**config.mk**
```make
export PLATFORM = sky130hd
export DESIGN_NAME = dm_arbiter
export DESIGN_NICKNAME = d
export VERILOG_FILES = /design/src/rtl/dm_arb_pkg.sv /design/src/rtl/rr_arb2.sv /design/src/rtl/dm_arbiter.sv
export SDC_FILE = /design/constraint.sdc
export NUM_CORES = 1
export LEC_CHECK = 0
export ABC_AREA = 1
export BUFFER_PORTS_ARGS = -buffer_cell sky130_fd_sc_hd__buf_2
export CAP_MARGIN = 20
export CORE_MARGIN = 2
export CORE_UTILIZATION = 45
export CTS_BUF_LIST = sky130_fd_sc_hd__clkbuf_8
export CTS_CLUSTER_SIZE = 12
export DETAILED_ROUTE_END_ITERATION = 16
export MAX_ROUTING_LAYER = met4
export PLACE_DENSITY = 0.89
export SKIP_CTS_REPAIR_TIMING = 1
export SLEW_MARGIN = 20
export SYNTH_ARGS = -nofsm -noshare
export SYNTH_HDL_FRONTEND = slang
export SYNTH_HIERARCHICAL = 1
export SYNTH_SLANG_ARGS = --single-unit
```
**constraint.sdc**
```tcl
create_clock -name clk -period 2.5 [get_ports clk]
set_clock_uncertainty 0.05 [all_clocks]
set_input_delay 0.25 -clock clk [delete_from_list [all_inputs] [get_ports clk]]
set_output_delay 0.25 -clock clk [all_outputs]
set_load 0.1 [all_outputs]
```
**src/rtl/dm_arb_pkg.sv**
```systemverilog
// Shared types and defaults for the data-memory arbiter: bus widths, FSM states
// and requester identifiers.
package dm_arb_pkg;

  localparam int unsigned ADDR_W_DEF = 5;
  localparam int unsigned DATA_W_DEF = 32;

  typedef enum logic [1:0] {
    S_IDLE  = 2'd0,
    S_ISSUE = 2'd1,
    S_WAIT  = 2'd2,
    S_RESP  = 2'd3
  } state_t;

  typedef enum logic {
    REQ_A = 1'b0,
    REQ_B = 1'b1
  } req_id_t;

endpackage

```
**src/rtl/rr_arb2.sv**
```systemverilog
// Two-way round-robin picker: a lone request wins outright; on a tie the
// requester that was not granted last wins. Grant is one-hot {B, A}.
module rr_arb2
  import dm_arb_pkg::*;
(
  input  logic       req_a,
  input  logic       req_b,
  input  req_id_t    last_grant,
  output logic [1:0] grant
);

  always_comb begin
    grant = '0;
    if (req_a && req_b) begin
      if (last_grant == REQ_B) grant[0] = 1'b1;
      else                     grant[1] = 1'b1;
    end else if (req_a) begin
      grant[0] = 1'b1;
    end else if (req_b) begin
      grant[1] = 1'b1;
    end
  end

endmodule

```
**src/rtl/dm_arbiter.sv**
```systemverilog
// Arbitrates two requesters onto one registered-read data memory, one
// transaction at a time: IDLE -> ISSUE -> WAIT -> RESP -> IDLE.
module dm_arbiter
  import dm_arb_pkg::*;
#(
  parameter int unsigned ADDR_W = ADDR_W_DEF,
  parameter int unsigned DATA_W = DATA_W_DEF
) (
  input  logic              clk,
  input  logic              rst,

  input  logic              a_req_valid,
  output logic              a_req_ready,
  input  logic              a_req_we,
  input  logic [ADDR_W-1:0] a_req_addr,
  input  logic [DATA_W-1:0] a_req_wdata,
  output logic              a_rsp_valid,
  output logic [DATA_W-1:0] a_rsp_rdata,
  input  logic              a_rsp_ready,

  input  logic              b_req_valid,
  output logic              b_req_ready,
  input  logic              b_req_we,
  input  logic [ADDR_W-1:0] b_req_addr,
  input  logic [DATA_W-1:0] b_req_wdata,
  output logic              b_rsp_valid,
  output logic [DATA_W-1:0] b_rsp_rdata,
  input  logic              b_rsp_ready,

  output logic [ADDR_W-1:0] mem_addr,
  output logic [DATA_W-1:0] mem_wdata,
  output logic              mem_we,
  input  logic [DATA_W-1:0] mem_rdata
);

  state_t              state, state_n;
  req_id_t             owner, last_grant;
  logic                lat_we;
  logic [ADDR_W-1:0]   lat_addr;
  logic [DATA_W-1:0]   lat_wdata;
  logic [DATA_W-1:0]   rsp_data;
  logic [1:0]          grant;
  logic                req_hs;
  logic                rsp_hs;

  rr_arb2 u_rr (
    .req_a      (a_req_valid),
    .req_b      (b_req_valid),
    .last_grant (last_grant),
    .grant      (grant)
  );

  // Only the owner's rsp_ready can complete a response.
  assign rsp_hs = (owner == REQ_A) ? a_rsp_ready : b_rsp_ready;

  always_comb begin
    state_n     = state;
    a_req_ready = 1'b0;
    b_req_ready = 1'b0;
    req_hs      = 1'b0;
    case (state)
      S_IDLE: begin
        a_req_ready = grant[0];
        b_req_ready = grant[1];
        if (grant[0] || grant[1]) begin
          req_hs  = 1'b1;
          state_n = S_ISSUE;
        end
      end
      S_ISSUE: state_n = S_WAIT;
      S_WAIT:  state_n = S_RESP;
      S_RESP:  if (rsp_hs) state_n = S_IDLE;
    endcase
  end

  always_ff @(posedge clk or posedge rst) begin
    if (rst) state <= S_IDLE;
    else     state <= state_n;
  end

  always_ff @(posedge clk or posedge rst) begin
    if (rst) begin
      owner      <= REQ_A;
      last_grant <= REQ_B;
      lat_we     <= 1'b0;
      lat_addr   <= '0;
      lat_wdata  <= '0;
    end else if (req_hs) begin
      if (grant[1]) begin
        owner      <= REQ_B;
        last_grant <= REQ_B;
        lat_we     <= b_req_we;
        lat_addr   <= b_req_addr;
        lat_wdata  <= b_req_wdata;
      end else begin
        owner      <= REQ_A;
        last_grant <= REQ_A;
        lat_we     <= a_req_we;
        lat_addr   <= a_req_addr;
        lat_wdata  <= a_req_wdata;
      end
    end
  end

  // Memory read data is valid in WAIT, one cycle after the ISSUE address.
  always_ff @(posedge clk or posedge rst) begin
    if (rst)                  rsp_data <= '0;
    else if (state == S_WAIT) rsp_data <= lat_we ? lat_wdata : mem_rdata;
  end

  assign mem_addr    = lat_addr;
  assign mem_wdata   = lat_wdata;
  assign mem_we      = (state == S_ISSUE) && lat_we;

  assign a_rsp_valid = (state == S_RESP) && (owner == REQ_A);
  assign b_rsp_valid = (state == S_RESP) && (owner == REQ_B);
  assign a_rsp_rdata = rsp_data;
  assign b_rsp_rdata = rsp_data;

endmodule
```
==> metrics.cfg, run 1 <==
[place]
io_buffer_count = 219
dp_hpwl_mm = 8.046
gp_congestion = 0.8502
placed_area_um2 = 4696

[global_route]
grt_use_total_pct = 24.15
first_global_vias = 3562
grt_overflow = 0
grt_pass1_wl_mm = 16.48
grt_start_max_net_pins = 41
antenna_found_initial = 0

[finish]
layout.nets = 755
final_area_um2 = 4877
mostFrequentLayoutCell = buf_2
diodes = 0
drive_above_1_share_pct = 38.79
area_delta_synth_final_pct = 29.67
final_cell_mix = 219 x buf_2, 126 x nand2_1, 73 x dfrtp_1

[detailed_routing]
wirelength_mm = 10.96
vias = 3883
wl_per_cell_um = 14.67
viasPerCell = 5.198
first_pass_iters = 5
drt_first_iter_violations = 140
antenna_left = 0
drc = 0

[floorplanning]
die_w_um = 95.42
die_h_um = 95.42
die-area_um2 = 9105
start_util_pct = 46.01
rows = 33
core_um2 = 8175
ios = 220

[clock_tree]
cts_tree = done
htreeDepth = 3
clk_latency_ns = 0.34
clkTransAtPathRegs_ns = 0.07
root_buffer = clkbuf_8
cts_buffers = 9
cts_sinks = 74
clockBufferDepth = 2

[critical_path]
start_kind = flop
crit_type = flop to output port
endpoint_kind = output port
cp.arrival_ns = 1.70
worstPathRequired_ns = 2.20
cp_max_fo = 4

[timing]
hold_viol = 0
tns_ns = 0
period_share_pct = 80.13
min_period_ns = 2.003
worstMarginPinSlew_ns = 0.6756
setup_violations = 0
fmax_mhz = 499.2
final_max_slew_viol_count = 0
rsz0062_at_grt = false
maxSlewHeadroom_pct = 54.96

[synth]
yosysSeqAreaShare_pct = 49.27
syn_inst = 458
syn_area_um2 = 3761
ys_seq_elements = 74
syn_area_per_cell_um2 = 8.212
synth_nets = 576
yosys_warnings = 6
yosysUniqueCellTypes = 17

[job]
drv_cap = 0

[min_path]
worstHoldPathType = input pin to flop

[run_status]
outcome = completed

-- flip-flops by register name, summed over array words and instances (netlist names) --
signal and count:
a_rsp_rdata 32, last_grant 1, lat_we 1, mem_addr 5, mem_wdata 32, owner 1, state 2
-- cell type report --
| cell class | instances | area, um^2 |
|---|---|---|
| clock buffer | 9 | 123.9 |
| clock inverter | 7 | 47.55 |
| fill | 755 | 3298 |
| inverter | 13 | 50.05 |
| multi-input combinational | 311 | 1493 |
| sequential | 74 | 1853 |
| tap | 105 | 131.4 |
| timing repair buffer | 228 | 1179 |
-- metrics by stage --
stage	setup slack (ns)	std cells	hold WS, ns	util (%)
2_1_floorplan	0.3200	458	0.3739	-
3_3_place_gp	0.7504	730	0.2959	57.44
3_5_place_dp	0.7105	730	0.3165	57.44
4_1_cts	0.4696	746	-0.05637	59.53
5_1_grt	0.3573	747	0.1211	59.66
6_report	0.4967	747	0.1236	59.66
-- logic make-up (layout without fill, tap and decap cells) --
family,count (synthesis),in the layout,share of synthesized area [%]
DFF,74,74,49.27
AOI/OAI and AO/OA,104,104,16.30
adders and majority gates,4,4,1.331
buffers and inverters,73,257,11.41
and+or+nand+nor,203,203,21.69
-- critical path, stage by stage, from the launching register on --
cell	delay [ns]
dfrtp_1	0.42
inv_1	0.09
ha_1	0.21
nand2_1	0.14
inv_1	0.08
buf_2	0.42
-- path summary, 6_finish.rpt --
path,from,depth (start not counted),slack [ns],to
max in group asynchronous,rst,4,1.17,last_grant
worst min register to register,mem_addr[4],1,0.44,mem_addr[4]
min in group asynchronous,rst,3,0.50,lat_we
worst max-delay path,state[0],5,0.50,b_req_ready
worst max register to register,last_grant,6,0.64,mem_wdata[8]
worst min-delay path,mem_rdata[27],3,0.12,a_rsp_rdata[27]
-- per-layer routing --
layer,share of wire [%],up-vias,global-route usage (%)
met3,8.0,21,4.822
li1,-,1823,-
met4,2.0,0,9.524
met1,39,1841,28.06
met5,0,-,-
met2,51,198,41.20
-- cell usage after synthesis --
cell / instances / area (um^2)
nand2_1: 127 / 476.7
dfrtp_1: 73 / 1827
o21ai_1: 51 / 255.2
nand3_1: 41 / 205.2
buf_4: 37 / 277.8
o21a_1: 37 / 277.8
nor2_1: 34 / 127.6
clkbuf_1: 15 / 56.30
o21ai_0: 15 / 75.07
inv_1: 11 / 41.29
buf_2: 7 / 35.03
ha_1: 4 / 50.05
inv_2: 2 / 7.510
a21oi_1: 1 / 5.000
buf_6: 1 / 11.26
dfstp_2: 1 / 26.28
or2_2: 1 / 6.260
Power of run 1 is left out: the tool's default activity adds up to more than one toggle a clock period on the data nets, which glitch-free logic cannot reach.
==> run 2, diff against run 1 <==
==> constraint.sdc (replaced) <==
create_clock -name clk -period 1.85 [get_ports clk]
set_clock_uncertainty 0.05 [all_clocks]
set_input_delay 0.185 -clock clk [delete_from_list [all_inputs] [get_ports clk]]
set_output_delay 0.185 -clock clk [all_outputs]
set_load 0.1 [all_outputs]
==> run 2 against run 1 <==
- non-clock buffer count rose by 6
- die area did not move
- first-iteration DRC count rose by 16%
- register-to-register slack got worse by 0.40 ns
- sequential share of layout area fell by 1.2 points
- design area rose by 3.4%
- via count rose by 0.36%
- sequential cell count did not move
- critical path depth fell by 1
- utilization rose by 2.0 points
- highest routed layer unchanged
==> metrics.cfg, run 2 (same netlist as run 1, synthesis figures left out) <==
[run_status]
outcome = completed

[finish]
mostFrequentLayoutCell = buf_2
area_delta_synth_final_pct = 34.03
drive_above_1_share_pct = 39.81
final_cell_mix = 216 x buf_2, 125 x nand2_1, 73 x dfrtp_1
layout.nets = 761
diodes = 0

[clock_tree]
clk_latency_ns = 0.34
root_buffer = clkbuf_8
cts_sinks = 74
clkTransAtPathRegs_ns = 0.08
clockBufferDepth = 2
htreeDepth = 3
cts_tree = done
cts_buffers = 9

[floorplanning]
start_util_pct = 46.01
die_h_um = 95.42
rows = 33
ios = 220
die-area_um2 = 9105
die_w_um = 95.42
core_um2 = 8175

[timing]
maxSlewHeadroom_pct = 65.48
setup_violations = 0
rsz0062_at_grt = false
min_period_ns = 1.775
hold_viol = 0
worstMarginPinSlew_ns = 0.5213
final_max_slew_viol_count = 0
holdWs_ns = 0.05872
period_share_pct = 95.95
tns_ns = 0
fmax_mhz = 563.4

[detailed_routing]
antenna_left = 0
vias = 3897
viasPerCell = 5.175
wirelength_mm = 11.21
drt_first_iter_violations = 162
drc = 0
first_pass_iters = 4
wl_per_cell_um = 14.89

[critical_path]
endpoint_kind = output port
cp.arrival_ns = 1.54
worstPathRequired_ns = 1.62
start_kind = flop
r2r_slack_ns = 0.24
r2r-end = mem_wdata[8]
crit_type = flop to output port
cp_max_fo = 4
reg2reg_from = state[0]
crit_start = state[0]
reg2regPathDepth = 7
worstSetupEndpoint = a_rsp_valid

[global_route]
globalRouteMet3Util_pct = 4.427
met2_usage_pct = 43.90
grt_start_max_net_pins = 58
first_global_vias = 3671
antenna_found_initial = 0
grt_use_total_pct = 25.53
grt_pass1_wl_mm = 17.50
met1_usage_pct = 30.04
grt_overflow = 0
busiest_layer = met2

[place]
io_buffer_count = 219
dp_hpwl_mm = 8.443
gp_congestion = 0.8550

[min_path]
worstHoldPathType = input pin to flop

[job]
drv_cap = 0

[run 2: cell count changes in the layout (fill, tap and decap cells not counted), sizes merged]
cell | before | now
clkinvlp | 4 | 1
buf | 227 | 233
inv | 13 | 14
bufinv | 0 | 2
[run 2: worst max-delay path, cell delays in order (launching register included)]
cell and delay (ns):
dfrtp_1 0.41, ha_1 0.23, inv_1 0.07, nor2_2 0.08
buf_2 0.43
[run 2: routing by layer]
layer,vias to the layer above,wire (um)
met5,-,0
met4,0,217
met3,20,841
met2,173,5750
met1,1863,4402
li1,1841,-
[run 2: final cells by class]
type | count | area (um^2)
Inverter | 13 | 52.55
Multi-Input combinational cell | 311 | 1500
Fill cell | 708 | 3134
Clock inverter | 7 | 86.33
Sequential cell | 74 | 1853
Tap cell | 105 | 131.4
Timing Repair Buffer | 234 | 1294
Clock buffer | 9 | 123.9
[run 2: worst min-delay path by stage]
stage	start	endpoint	cells past startpoint
detailed placement	rst	a_rsp_rdata[1]	2
floorplan	mem_rdata[0]	a_rsp_rdata[0]	2
global placement	rst	a_rsp_rdata[1]	2
CTS	rst	a_rsp_rdata[1]	2
finish	mem_rdata[17]	a_rsp_rdata[17]	3
global route	mem_rdata[19]	a_rsp_rdata[19]	3
[run 2: metrics by stage]
step	worst slack (ns)	utilization, %	instance area (um^2)	cells
floorplan	0.1616	-	3767	458
global placement	0.3215	58.91	4816	736
detailed placement	0.2352	58.91	4816	736
CTS	0.06138	61.48	5026	752
global route	0.02496	61.66	5041	753
finish	0.07492	61.66	5041	753
Power of run 2 is left out for the same reason.
==> run 3, diff against run 2 <==
--- a/config.mk
+++ b/config.mk
@@ -15,6 +15,7 @@
 export DETAILED_ROUTE_END_ITERATION = 16
 export MAX_ROUTING_LAYER = met4
 export PLACE_DENSITY = 0.89
+export REMOVE_ABC_BUFFERS = 1
 export SKIP_CTS_REPAIR_TIMING = 1
 export SLEW_MARGIN = 20
 export SYNTH_ARGS = -nofsm -noshare
==> run 3 against run 2 <==
- die area unchanged
- critical path depth rose by 1
- sequential share of layout area is 0.26 points higher
- worst hold slack improved by 0.0060 ns
- critical endpoint is now b_req_ready
- largest cell class unchanged
==> metrics.cfg, run 3 (same netlist as run 1, synthesis figures left out) <==
[timing]
setup_violations = 0
min_period_ns = 1.768
worstMarginPinSlew_ns = 0.6174
rsz0062_at_grt = true
holdWs_ns = 0.06468
maxSlewHeadroom_pct = 58.78
period_share_pct = 95.58
setup_ws_ns = 0.08184
hold_viol = 0
tns_ns = 0
fmax_mhz = 565.6
final_max_slew_viol_count = 0

[detailed_routing]
drt_first_iter_violations = 157
wirelength_mm = 10.48
wl_per_cell_um = 13.97
drc = 0
vias = 3813
first_pass_iters = 4
antenna_left = 0
viasPerCell = 5.084

[global_route]
grt_pass1_wl_mm = 16.23
grt_use_total_pct = 23.58
first_global_vias = 3514
antenna_found_initial = 0
grt_start_max_net_pins = 75
grt_overflow = 0

[floorplanning]
rows = 33
core_um2 = 8175
die-area_um2 = 9105
ios = 220
die_w_um = 95.42
start_util_pct = 46.01
die_h_um = 95.42

[clock_tree]
cts_tree = done
cts_buffers = 9
clockBufferDepth = 2
root_buffer = clkbuf_8
clkTransAtPathRegs_ns = 0.08
cts_sinks = 74
htreeDepth = 3
clk_latency_ns = 0.34

[run_status]
outcome = completed

[finish]
layout.nets = 759
diodes = 0
drive_above_1_share_pct = 39.53
area_delta_synth_final_pct = 33.10
final_cell_mix = 215 x buf_2, 125 x nand2_1, 73 x dfrtp_1
mostFrequentLayoutCell = buf_2
fin_util_pct = 61.23

[job]
drv_cap = 0

[place]
io_buffer_count = 219
dp_hpwl_mm = 7.852
gp_congestion = 0.8549
dp_slack_ns = 0.2249

[critical_path]
endpoint_kind = output port
cp_max_fo = 4
worstPathRequired_ns = 1.62
cp.arrival_ns = 1.53
crit_type = flop to output port
start_kind = flop

[min_path]
worstHoldPathType = input pin to flop

==> run 3: metrics by stage <==
stage | instance area, um^2 | instances
after global placement | 4807 | 734
after global routing | 5006 | 750
final | 5006 | 750
after floorplan | 3381 | 398
after CTS | 4991 | 749
after detailed placement | 4807 | 734
==> run 3: final timing paths <==
check                              from              end  slack [ns]  cells after the start
setup / recovery               state[1]      b_req_ready        0.08                      5
hold / removal             mem_rdata[3]   a_rsp_rdata[3]        0.06                      3
setup reg to reg               state[1]    mem_wdata[23]        0.15                      7
hold reg to reg             mem_addr[2]      mem_addr[2]        0.45                      1
max in group asynchronous           rst       last_grant        0.97                      4
min in group asynchronous           rst  a_rsp_rdata[21]        0.43                      4
==> run 3: worst max-delay path: stages (launching register included) <==
cell     delay (ns)
dfrtp_1        0.43
inv_1          0.10
ha_1           0.22
nand2_1        0.16
inv_2          0.12
buf_12         0.17
==> run 3: per-layer routing <==
layer	routed length [um]	vias to the layer above	GRT usage [%]
li1	-	1829	-
met1	4125	1808	27.61
met2	5409	163	41.02
met3	817	13	5.059
met4	127	0	6.786
met5	0	-	-
==> run 3: cell type report <==
class	count	area, um^2
fill	729	3169
sequential	74	1853
multi-input combinational	311	1495
timing repair buffer	232	1294
tap	105	131.4
clock buffer	9	123.9
clock inverter	6	60.06
inverter	13	48.80
Power of run 3 is left out for the same reason.
